### config.mk
export PLATFORM = sky130hd
export DESIGN_NAME = upconv_ddr_n
export DESIGN_NICKNAME = d
export VERILOG_FILES = /design/src/rtl/upconv_ddr_n.sv
export SDC_FILE = /design/constraint.sdc
export NUM_CORES = 2
export LEC_CHECK = 0
export CAP_MARGIN = 0
export CELL_PAD_IN_SITES_DETAIL_PLACEMENT = 1
export CELL_PAD_IN_SITES_GLOBAL_PLACEMENT = 2
export CORE_ASPECT_RATIO = 1.25
export CORE_MARGIN = 4
export CORE_UTILIZATION = 41
export CTS_CLUSTER_DIAMETER = 50
export DETAILED_ROUTE_END_ITERATION = 6
export PLACE_DENSITY = 0.92
export SLEW_MARGIN = 20
export SYNTH_ARGS = -nofsm -noshare
export SYNTH_HDL_FRONTEND = slang
export SYNTH_SLANG_ARGS = --single-unit
### constraint.sdc
create_clock -name clk -period 11.2 [get_ports clk]
set_input_delay 2.8 -clock clk [delete_from_list [all_inputs] [get_ports clk]]
set_output_delay 2.8 -clock clk [all_outputs]
set_load 0.01 [all_outputs]
### src/rtl/upconv_ddr_n.sv
// Serialized I/Q to NLANE-lane DAC upconverter with I/Q alignment lock, gated outputs and saturation monitoring.
// Optional build macro UPCONV_SAT_MON_EN enables the saturation event counter (sat_count); without it sat_count is 0.
module upconv_ddr_n #(
    parameter int DW         = 18,
    parameter int LW         = 18,
    parameter int OW         = 16,
    parameter int NLANE      = 2,
    parameter int LOCK_PAIRS = 2,
    parameter int SCW        = 8
) (
    input  logic                 clk,
    input  logic                 rst,
    input  logic signed [DW-1:0] iq_data,
    input  logic                 iq_flag,
    input  logic [NLANE*LW-1:0]  lo,
    input  logic                 sat_clr,
    output logic [NLANE*OW-1:0]  dac,
    output logic                 dac_valid,
    output logic                 locked,
    output logic                 sync_err,
    output logic [SCW-1:0]       sat_count
);

    localparam int PW    = DW + LW;
    localparam int RUN_W = $clog2(2*LOCK_PAIRS + 1);
    localparam logic [RUN_W-1:0] RUN_MAX   = RUN_W'(2*LOCK_PAIRS);
    localparam logic [RUN_W-1:0] RUN_LAST  = RUN_W'(2*LOCK_PAIRS - 1);
    localparam logic [2:0]       FILL_LAST = 3'd5;
    localparam logic signed [DW:0] SAT_POS = {2'b00, {(DW-1){1'b1}}};
    localparam logic signed [DW:0] SAT_NEG = -SAT_POS;

    typedef enum logic {
        HUNT = 1'b0,
        LOCK = 1'b1
    } state_t;

    state_t           state;
    logic             prev_flag;
    logic [RUN_W-1:0] run_cnt;
    logic [2:0]       fill_cnt;
    logic             flag_rep;
    logic             dac_valid_next;
    logic [NLANE-1:0] clip_vec;

    // dac_valid qualifies dac: when high, every lane of dac carries locked, fully
    // filled pipeline data; when low, dac is forced to zero. There is no back-pressure.
    assign flag_rep       = (iq_flag == prev_flag);
    assign dac_valid_next = (state == LOCK) && !flag_rep && (fill_cnt == FILL_LAST);

    always_ff @(posedge clk) begin
        if (rst) begin
            state     <= HUNT;
            prev_flag <= 1'b0;
            run_cnt   <= '0;
            fill_cnt  <= '0;
            locked    <= 1'b0;
            sync_err  <= 1'b0;
            dac_valid <= 1'b0;
        end else begin
            prev_flag <= iq_flag;
            sync_err  <= 1'b0;
            dac_valid <= dac_valid_next;
            case (state)
                HUNT: begin
                    fill_cnt <= '0;
                    if (flag_rep) begin
                        run_cnt <= '0;
                    end else begin
                        if (run_cnt != RUN_MAX) run_cnt <= run_cnt + 1'b1;
                        // Lock only once the run is long enough and we sit on a Q sample.
                        if ((run_cnt >= RUN_LAST) && !iq_flag) begin
                            state   <= LOCK;
                            locked  <= 1'b1;
                            run_cnt <= '0;
                        end
                    end
                end
                LOCK: begin
                    if (flag_rep) begin
                        state    <= HUNT;
                        locked   <= 1'b0;
                        sync_err <= 1'b1;
                        fill_cnt <= '0;
                    end else if (fill_cnt != FILL_LAST) begin
                        fill_cnt <= fill_cnt + 1'b1;
                    end
                end
                default: begin
                    state  <= HUNT;
                    locked <= 1'b0;
                end
            endcase
        end
    end

    for (genvar k = 0; k < NLANE; k++) begin : g_lane
        logic signed [LW-1:0] lo_k;
        logic signed [PW-1:0] prod1;
        logic signed [DW-1:0] prod2;
        logic signed [DW-1:0] prod3;
        logic signed [DW:0]   sum;
        logic signed [DW-1:0] sum_sat;
        logic signed [DW-1:0] filt1;
        logic signed [DW-1:0] filt2;
        logic signed [DW:0]   interp;
        logic [OW-1:0]        cand;
        logic [OW-1:0]        dac_r;
        logic                 unused_lane;

        assign lo_k = lo[k*LW +: LW];
        assign sum  = {prod2[DW-1], prod2} + {prod3[DW-1], prod3};

        // Symmetric clip: the most negative code is also pulled in to -(2^(DW-1)-1).
        always_comb begin
            sum_sat = sum[DW-1:0];
            if (sum > SAT_POS) begin
                sum_sat = SAT_POS[DW-1:0];
            end else if (sum < SAT_NEG) begin
                sum_sat = SAT_NEG[DW-1:0];
            end
        end

        assign clip_vec[k] = iq_flag && ((sum > SAT_POS) || (sum < SAT_NEG));
        assign cand        = iq_flag ? ~interp[DW -: OW] : filt2[DW-1 -: OW];

        always_ff @(posedge clk) begin
            if (rst) begin
                prod1  <= '0;
                prod2  <= '0;
                prod3  <= '0;
                filt1  <= '0;
                filt2  <= '0;
                interp <= '0;
                dac_r  <= '0;
            end else begin
                prod1 <= PW'(lo_k) * PW'(iq_data);
                prod2 <= prod1[PW-2 -: DW];
                prod3 <= prod2;
                if (iq_flag) begin
                    filt1 <= sum_sat;
                    filt2 <= filt1;
                end else begin
                    interp <= {filt1[DW-1], filt1} + {filt2[DW-1], filt2} - (DW+1)'(1);
                end
                dac_r <= dac_valid_next ? cand : '0;
            end
        end

        assign dac[k*OW +: OW] = dac_r;
        assign unused_lane = &{1'b0, prod1[PW-1], prod1[LW-2:0], interp[DW-OW:0], filt2[DW-OW-1:0]};
    end

`ifdef UPCONV_SAT_MON_EN
    logic [SCW-1:0] sat_cnt;

    always_ff @(posedge clk) begin
        if (rst) begin
            sat_cnt <= '0;
        end else if (sat_clr) begin
            sat_cnt <= '0;
        end else if ((|clip_vec) && (sat_cnt != {SCW{1'b1}})) begin
            sat_cnt <= sat_cnt + 1'b1;
        end
    end

    assign sat_count = sat_cnt;
`else
    logic unused_sat;

    assign sat_count  = '0;
    assign unused_sat = &{1'b0, sat_clr, clip_vec};
`endif

endmodule

==> out/metrics.csv <==
stage,metric,value,unit
run_status,status,finished clean,
sta,setup_viol,0,
hold_path,min_path_type,flop to flop,
clocking,ctsResizeCount,0,
synth,async_flop_share,0,%
global_routing,grt-ovfl-total,0,
sta,period_share,86.4,%
global_routing,antenna_found_initial,4,
final_layout,layout-drive-gt1-share,3.14,%
clocking,htreeDepth,1,
worst_setup_path,worstPathMaxFanout,21,
worst_setup_path,critPathMostFrequentCell,inv_1,
die,die_w,270,um
run,maxCapViolCount,0,
synth,synthFlopType,dfxtp_1,
sta,worst_pin_slew,1.12,ns
synth,syn_area_per_cell,8.93,um2
die,dieArea,0.0904,mm2
global_routing,grt_pass1_wl,148,mm
synth,synth_area_leader_cell,fa_1,
clocking,cts.sinks,255,
sta,rsz0062_at_grt,no,
detailed_routing,wire_per_inst,17.4,um
final_layout,final_cell_mix,"inv_1, fa_1, nand2_1",
synth,syn_area,0.0351,mm2
placed_design,gp_congestion,0.831,
detailed_routing,totalWireLength,87.6,mm
clocking,cts_tree,done,
sta,max_clock_freq,103,MHz
worst_setup_path,crit_path_top_delay_cell,clkdlybuf4s50_1,
die,row_count,119,
sta,max_slew_margin,25.1,%
clocking,path_clk_slew,0.06,ns
synth,synthCells,3931,
final_layout,fin_nets,4914,
clocking,cts_inserted_buffers,27,
synth,ys_ff_latch,255,
worst_setup_path,cp_slowest_stage_delay,0.99,ns
sta,period_minus_slack,9.67,ns
worst_setup_path,required,11.62,ns
clocking,root_buffer,clkbuf_16,
synth,yosysSeqAreaShare,14.5,%
worst_setup_path,crit_path_end_kind,flop,
final_layout,fillers,9900,
worst_setup_path,arrival,10.09,ns
die,coreArea,0.0846,mm2
worst_setup_path,crit_type,input pin to flop,
synth,synth_edf_count,0,
clocking,cts_hold_buf,0,
detailed_routing,post-route-drc-count,0,
final_layout,final_common_cell,inv_1,
sta,hold_viol,0,
global_routing,grt_start_max_net_pins,98,
die,fp.dieH,335,um
global_routing,globalRouteTotalUtil,19.8,%
detailed_routing,drt_iter0_drc,1098,
clocking,clk_path_buf_depth,3,
synth,yosys_warnings,0,
detailed_routing,ant_nets,0,
synth,synth_cell_types,80,
worst_setup_path,critPathLaunchType,input pin,
synth,synthTopCellsByArea,"fa_1, dfxtp_1, ha_1, inv_1, and2_1",
detailed_routing,via_count,25500,
placed_design,dpl.hpwl,70.8,mm
sta,drv_slew,0,
placed_design,port_buffers,91,
detailed_routing,detail_route.first_pass.iterations,5,
die,start_util,41.5,%
global_routing,grt_pass1_vias,28900,
sta,clock_skew,0.0125,ns
clocking,post_cts.repair.setup_buffers,0,
detailed_routing,viasPerCell,5.06,
final_layout,area_growth,8.20,%
clocking,worstSkewPairLatency,0.56,ns
sta,tns,0,ns
synth,synthDominantCellAreaShare,36.8,%
die,pin_count,101,
-- sequential cells by signal (all words and copies together) (netlist names) --
register,cells
dac_valid,1
fill_cnt,3
g_lane.dac_r,32
g_lane.filt1,36
g_lane.filt2,36
g_lane.interp,32
g_lane.prod1,36
g_lane.prod2,36
g_lane.prod3,36
locked,1
prev_flag,1
run_cnt,3
state,1
sync_err,1
-- path summary, 6_finish.rpt --
| check | cells past startpoint | startpoint | end | slack [ns] |
|---|---|---|---|---|
| worst max-delay path | 26 | iq_data[0] | g_lane[0].prod1[34]$_SDFF_PP0_ | 1.53 |
| worst min-delay path | 1 | g_lane[1].prod1[28]$_SDFF_PP0_ | g_lane[1].prod2[11]$_SDFF_PP0_ | 0.44 |
| worst max register to register | 12 | g_lane[0].prod2[0]$_SDFF_PP0_ | g_lane[0].filt1[10]$_SDFFE_PP0P_ | 7.54 |
| worst min register to register | 1 | g_lane[1].prod1[28]$_SDFF_PP0_ | g_lane[1].prod2[11]$_SDFF_PP0_ | 0.44 |
-- cell usage after synthesis (16+ instances only) --
cell type / count
clkbuf_1: 150
nor2b_1: 112
a21o_1: 35
dfxtp_1: 255
o21a_1: 19
fa_1: 646
a21oi_1: 134
xor2_1: 34
a311oi_1: 16
nand3_1: 29
a211oi_1: 17
ha_1: 279
nor3_1: 27
and2_1: 313
nor2_1: 176
inv_1: 848
nand2_1: 447
o21ai_0: 85
nand2b_1: 30
xnor2_1: 73
-- stage by stage --
step	setup slack, ns	area (um2)	std cells	hold slack [ns]	utilization [%]
floorplan	2.60	35100	3938	0.414	-
global placement	0.974	37100	4991	0.417	43.8
detailed placement	0.868	37100	4991	0.426	43.8
CTS	1.48	38000	5040	0.443	44.9
global route	1.07	38000	5040	0.449	44.9
finish	1.53	38000	5042	0.437	44.9
-- critical path: cells and delay by family --
kind | cells | cell delay (ns)
xor gates and xnor gates | 1 | 0.18
AOI/OAI and AO/OA | 6 | 1.36
adders and majority gates | 7 | 3.38
and+or+nand+nor | 3 | 0.23
buffers and inverters | 9 | 2.12
-- logic make-up (layout without fill, tap and decap cells) --
kind of cell             count (synthesis)  in the layout  synth area share, %
flip-flops                             255            255                 14.5
XOR/XNOR                               107            107                 2.67
other                                    1             10               0.0107
AND/OR/NAND/NOR                       1200           1200                 16.9
buffers and inverters                 1025           1038                 11.1
adder cells (fa/ha/maj)                933            933                 47.0
multiplexers                             9              9                0.257
AO/OA/AOI/OAI                          401            401                 7.44
-- layout make-up --
cell class | count | area (um2) | area share [%]
diodes | 2 | 5.00 | 0.0132
clock buffers | 33 | 738 | 1.94
clock inverters | 16 | 164 | 0.431
inverters | 849 | 3190 | 8.39
multi-input cells | 2658 | 26100 | 68.8
flip-flops and latches | 255 | 5100 | 13.4
well taps | 1089 | 1360 | 3.59
repair buffers | 140 | 1290 | 3.40
-- routing by layer --
metal,part of all wire (%),vias to the layer above,track usage [%],wire [um]
li1,-,11900,-,-
met1,42,13100,24.4,37200
met2,52,401,37.5,45400
met3,3.1,130,1.78,2740
met4,2.4,6,4.66,2130
met5,0.054,-,0,47
Power is not shown: default switching activity piles up to over one toggle a cycle in this logic, so the estimate is an artifact.
